===== config.mk =====
export PLATFORM = sky130hd
export DESIGN_NAME = fifo_burst_reader
export DESIGN_NICKNAME = d
export VERILOG_FILES = /design/src/rtl/fifo_burst_reader.sv
export SDC_FILE = /design/constraint.sdc
export NUM_CORES = 1
export LEC_CHECK = 0
export ABC_AREA = 0
export BUFFER_PORTS_ARGS = -buffer_cell sky130_fd_sc_hd__buf_4
export CELL_PAD_IN_SITES_DETAIL_PLACEMENT = 1
export CELL_PAD_IN_SITES_GLOBAL_PLACEMENT = 1
export CORE_MARGIN = 1.5
export CORE_UTILIZATION = 41
export CTS_BUF_LIST = sky130_fd_sc_hd__clkbuf_8
export CTS_CLUSTER_SIZE = 14
export DETAILED_ROUTE_END_ITERATION = 6
export MAX_ROUTING_LAYER = met4
export PLACE_DENSITY = 0.82
export SLEW_MARGIN = 20
export SYNTH_ARGS = -nofsm -noshare
export SYNTH_HDL_FRONTEND = slang
export SYNTH_SLANG_ARGS = --single-unit

===== constraint.sdc =====
create_clock -name clk -period 2.9 [get_ports clk]
set_input_delay 0.145 -clock clk [delete_from_list [all_inputs] [get_ports clk]]
set_output_delay 0.145 -clock clk [all_outputs]
set_load 0.01 [all_outputs]

===== src/rtl/fifo_burst_reader.sv =====
// rtl/fifo_burst_reader.sv - reads fixed-length bursts from a FIFO into a ready/valid stream.
// Optional idle-timeout partial bursts are enabled by defining BURST_TIMEOUT_EN.
module fifo_burst_reader #(
  parameter int DWIDTH  = 16,
  parameter int AWIDTH  = 4,
  parameter int BURST   = 4,
  parameter int TIMEOUT = 15
) (
  input  logic              clk,
  input  logic              reset,
  input  logic              fifo_empty,
  input  logic [AWIDTH:0]   fifo_num,
  input  logic [DWIDTH-1:0] fifo_data,
  output logic              fifo_pop,
  input  logic              flush,
  output logic [DWIDTH-1:0] m_data,
  output logic              m_valid,
  input  logic              m_ready,
  output logic              m_last,
  output logic              busy
);

  localparam int CW = $clog2(BURST + 1);
  localparam logic [AWIDTH:0] BURST_N = (AWIDTH + 1)'(BURST);

  typedef enum logic {S_IDLE, S_BURST} state_t;

  state_t            state_q, state_d;
  logic [CW-1:0]     len_q, len_d;
  logic [CW-1:0]     pops_left_q, pops_left_d;
  logic [CW-1:0]     beats_q, beats_d;
  logic              inflight_q, inflight_d;
  logic [DWIDTH-1:0] buf_q [0:1];
  logic [DWIDTH-1:0] buf_d [0:1];
  logic              rd_ptr_q, rd_ptr_d;
  logic              wr_ptr_q, wr_ptr_d;
  logic [1:0]        occ_q, occ_d;

  logic              xfer;
  logic              is_last;
  logic              trigger;
  logic              timeout_fire;
  logic [1:0]        occ_eff;
  logic [CW-1:0]     len_n;

  assign m_valid = (occ_q != 2'd0);
  assign m_data  = buf_q[rd_ptr_q];
  assign busy    = (state_q != S_IDLE);
  assign xfer    = m_valid && m_ready;
  assign is_last = (beats_q == len_q - CW'(1));
  assign m_last  = m_valid && (state_q == S_BURST) && is_last;
  // A beat leaving this cycle frees its slot, which keeps back-to-back pops going.
  assign occ_eff = occ_q - {1'b0, xfer};
  assign len_n   = (fifo_num >= BURST_N) ? CW'(BURST) : CW'(fifo_num);

`ifdef BURST_TIMEOUT_EN
  localparam int TW = $clog2(TIMEOUT + 2);
  logic [TW-1:0] timer_q, timer_d;

  always_comb begin
    timer_d = '0;
    if (state_q == S_IDLE && !fifo_empty && fifo_num < BURST_N) begin
      timer_d = (timer_q == TW'(TIMEOUT)) ? timer_q : timer_q + TW'(1);
    end
  end

  assign timeout_fire = (state_q == S_IDLE) && (timer_q == TW'(TIMEOUT));

  always_ff @(posedge clk) begin
    if (reset) timer_q <= '0;
    else       timer_q <= timer_d;
  end
`else
  assign timeout_fire = 1'b0;
`endif

  assign trigger = (fifo_num != '0) &&
                   ((fifo_num >= BURST_N) || (flush && !fifo_empty) || timeout_fire);

  always_comb begin
    state_d     = state_q;
    len_d       = len_q;
    pops_left_d = pops_left_q;
    beats_d     = beats_q;
    inflight_d  = 1'b0;
    buf_d       = buf_q;
    rd_ptr_d    = rd_ptr_q;
    wr_ptr_d    = wr_ptr_q;
    fifo_pop    = 1'b0;

    case (state_q)
      S_IDLE: begin
        if (trigger) begin
          state_d     = S_BURST;
          len_d       = len_n;
          pops_left_d = len_n;
          beats_d     = '0;
        end
      end
      S_BURST: begin
        if (pops_left_q != '0 && !fifo_empty && (occ_eff + {1'b0, inflight_q}) < 2'd2) begin
          fifo_pop    = 1'b1;
          pops_left_d = pops_left_q - CW'(1);
        end
        if (xfer) begin
          if (is_last) begin
            state_d = S_IDLE;
            beats_d = '0;
          end else begin
            beats_d = beats_q + CW'(1);
          end
        end
      end
      default: state_d = S_IDLE;
    endcase

    inflight_d = fifo_pop;
    if (inflight_q) begin
      buf_d[wr_ptr_q] = fifo_data;
      wr_ptr_d        = ~wr_ptr_q;
    end
    if (xfer) rd_ptr_d = ~rd_ptr_q;
    occ_d = occ_q + {1'b0, inflight_q} - {1'b0, xfer};
  end

  always_ff @(posedge clk) begin
    if (reset) begin
      state_q     <= S_IDLE;
      len_q       <= '0;
      pops_left_q <= '0;
      beats_q     <= '0;
      inflight_q  <= 1'b0;
      buf_q[0]    <= '0;
      buf_q[1]    <= '0;
      rd_ptr_q    <= 1'b0;
      wr_ptr_q    <= 1'b0;
      occ_q       <= 2'd0;
    end else begin
      state_q     <= state_d;
      len_q       <= len_d;
      pops_left_q <= pops_left_d;
      beats_q     <= beats_d;
      inflight_q  <= inflight_d;
      buf_q[0]    <= buf_d[0];
      buf_q[1]    <= buf_d[1];
      rd_ptr_q    <= rd_ptr_d;
      wr_ptr_q    <= wr_ptr_d;
      occ_q       <= occ_d;
    end
  end

endmodule


==> qor.txt <==
VDD IR-drop max: 0.000290 V
Critical path launch point: occ_q[0]$_SDFF_PP0_
Worst slew pin tran: 0.889 ns
Initial DRT Pass Iterations: 4
Syn_area_per_cell: 8.42 um^2
CTS buffer count: 5
Arrival time of the worst setup path: 2.27 ns
CTS tree: yes
Pins Over Slew Limit: 0
Status: finished clean
Combinational share of power: 25.1%
Setup Viol. Count Final: 0
Clock power share: 25.9%
Rel. slew slack: 40.6%
Final Cell Area: 2600 um^2
Post-route minimum period: 2.41 ns
Grt ovf: 0
Initial Util: 42.3%
Antenna viol nets, final: 0
Top FF cell, synth: dfxtp_1
Die area: 5680 um^2
Largest net degree at the start of global routing: 47
Die Wd: 75.4 um
Maxcap violations: 0
Setup TNS: 0 ns
Total wire length: 5300 um
Pwr Total: 1.57 mW
WHS: 0.0922 ns
M1 GR Usage: 27.2%
Worst-path clk slew: 0.09 ns
Final period util: 83.3%
Kind of end point of the critical path: output pin
WP data required: 2.76 ns
Clock buffer depth: 2
Top cells by count, synth: nand2_1 (70), dfxtp_1 (47), a21oi_1 (37), mux2_2 (16)
Post-DP HPWL: 3610 um
Ranking of synthesized cells by area: dfxtp_1 (44%), nand2_1 (12%), a21oi_1 (8.6%), mux2_2 (8.4%), ha_1 (3.5%)
Syn-to-layout area delta: 21.0%
Register area share after synthesis: 43.8%
Yosys cell types: 37
Switching power: 0.478 mW
Layout cells sized above 1: 26.6%
RSZ-0062 raised after global routing: false
Die height: 75.4 um
HP Class: input pin to register
Clock root cell: clkbuf_8
Via Count: 1855
Worst slack, placed: 0.589 ns
M2 GR Usage: 33.2%
Routability cong.: 0.775
Number of global-route vias before repair: 1802
Vias per cell: 5.11
Post-Syn Area: 2150 um^2
Routed length per instance: 14.6 um
Cell Int Power: 1.10 mW
Skew-Pair Late Insertion Delay: 0.30 ns
Placed insts: 356
Core area: 5070 um^2
Core Util, Final: 51.2%
Port bufs: 45
Post CTS Setup Buffer Count: 0
WS Path Type: register to output pin
Leading area contributor after synthesis: dfxtp_1
Sequential Power Share: 49.0%
CTS Hold Buffers Added: 0
Setup slack after layout: 0.486 ns
Ant diodes: 0
Nets: 325
FMAX: 414 MHz
H-tree depth: 2
Yosys reg bits: 47
Antenna violations before repair: 0
Clk_skew: 0.00608 ns
Met3 GRT Util: 4.76%
Dpl cell area: 2510 um^2
GRT Max-Usage Layer: met2
Initial DRC count: 89
Gr usage total: 20.9%
Row cnt: 26
Area fraction of the dominant cell type after synthesis: 43.8%
Number of cells in the finished layout apart from fillers: 363
Mapped Nets: 287
Worst Setup Start Kind: register
Fin. Hold Viols: 0
Crit-path max FO: 7
Resized Gates After CTS: 0
Ys Warns: 0
Power Density: 606 nW/um^2
Sw Share: 30.3%
Mapped Cells: 255
Most frequent cell after synthesis: nand2_1
Post-synth EDFFs: 0
Worst hold path startpoint: fifo_data[14]
I/O pins: 46
Pleak: 1.07 nW
First-pass GRT wire length: 8740 um
Fraction of registers with async set/reset: 0%
Clk sinks: 47
R2R Path Start: occ_q[0]$_SDFF_PP0_
DRC: 0
[power by group through the flow]
stage / Clock, mW / Combinational, mW / Sequential, mW
2_1_floorplan: 0 / 0.307 / 0.732
3_3_place_gp: 0 / 0.382 / 0.786
3_5_place_dp: 0 / 0.396 / 0.786
4_1_cts: 0.412 / 0.399 / 0.773
5_1_grt: 0.446 / 0.438 / 0.785
6_report: 0.407 / 0.395 / 0.772
[area by class of cell]
type	count	area (um^2)
Sequential cell	47	941
Clock inverter	1	5.00
Fill cell	664	2480
Clock buffer	6	82.6
Tap cell	70	87.6
Timing Repair Buffer	46	345
Inverter	11	41.3
Multi-Input combinational cell	182	1100
[worst max-delay path, stage by stage, from the launching register on]
cell	delay (ns)
dfxtp_1	0.34
o21ai_0	0.45
inv_1	0.10
ha_1	0.29
inv_1	0.06
ha_1	0.14
xnor3_2	0.28
nand3_4	0.13
inv_1	0.05
buf_4	0.13
[final timing paths]
| kind | end | slack [ns] | cells past startpoint |
|---|---|---|---|
| worst min-delay path | buf_q[14]$_SDFFE_PP0P_ | 0.09 | 3 |
| worst max register to register | pops_left_q[0]$_SDFFE_PP0P_ | 0.59 | 9 |
| worst max-delay path | fifo_pop | 0.49 | 9 |
| worst min register to register | buf_q[23]$_SDFFE_PP0P_ | 0.46 | 2 |
[metal layers]
layer | vias to the layer above | routed length (um) | part of all wire (%)
li1 | 921 | - | -
met1 | 889 | 2460 | 46
met2 | 40 | 2580 | 49
met3 | 5 | 214 | 4.0
met4 | 0 | 49 | 0.92
met5 | - | 0 | 0
[cell usage in the layout (no fill, tap or decap), drive strengths merged]
cell type,instances
nand2,70
dfxtp,47
buf,46
a21oi,37
mux2,16
inv,11
nor2,11
ha,6
clkbuf,6
nor2b,5
nand3,5
xor2,3
o21ai,2
or2,2
nand2b,2
a211oi,2
nand4,2
a22oi,2
xnor3,2
nor3b,2
and2,2
nor3,2
nor4,1
o211ai,1
a2bb2oi,1
a221o,1
o2111ai,1
a21o,1
a221oi,1
o221a,1
a32oi,1
clkinv,1
[state kept, by name (all words and copies together) (netlist names), 2 cells and up]
name / count
pops_left_q: 3
beats_q: 3
buf_q: 32
len_q: 3
occ_q: 2
[cells by family (layout without fill, tap and decap cells)]
group | Yosys count | in the layout | synth area share, %
adder cells (fa/ha/maj) | 6 | 6 | 3.50
flip-flops | 47 | 47 | 43.8
AND/OR/NAND/NOR | 104 | 104 | 21.7
buffers and inverters | 26 | 64 | 5.13
AO/OA/AOI/OAI | 51 | 51 | 14.1
multiplexers | 16 | 16 | 8.39
XOR/XNOR | 5 | 5 | 3.38
Power figures use the tool's default switching activity.
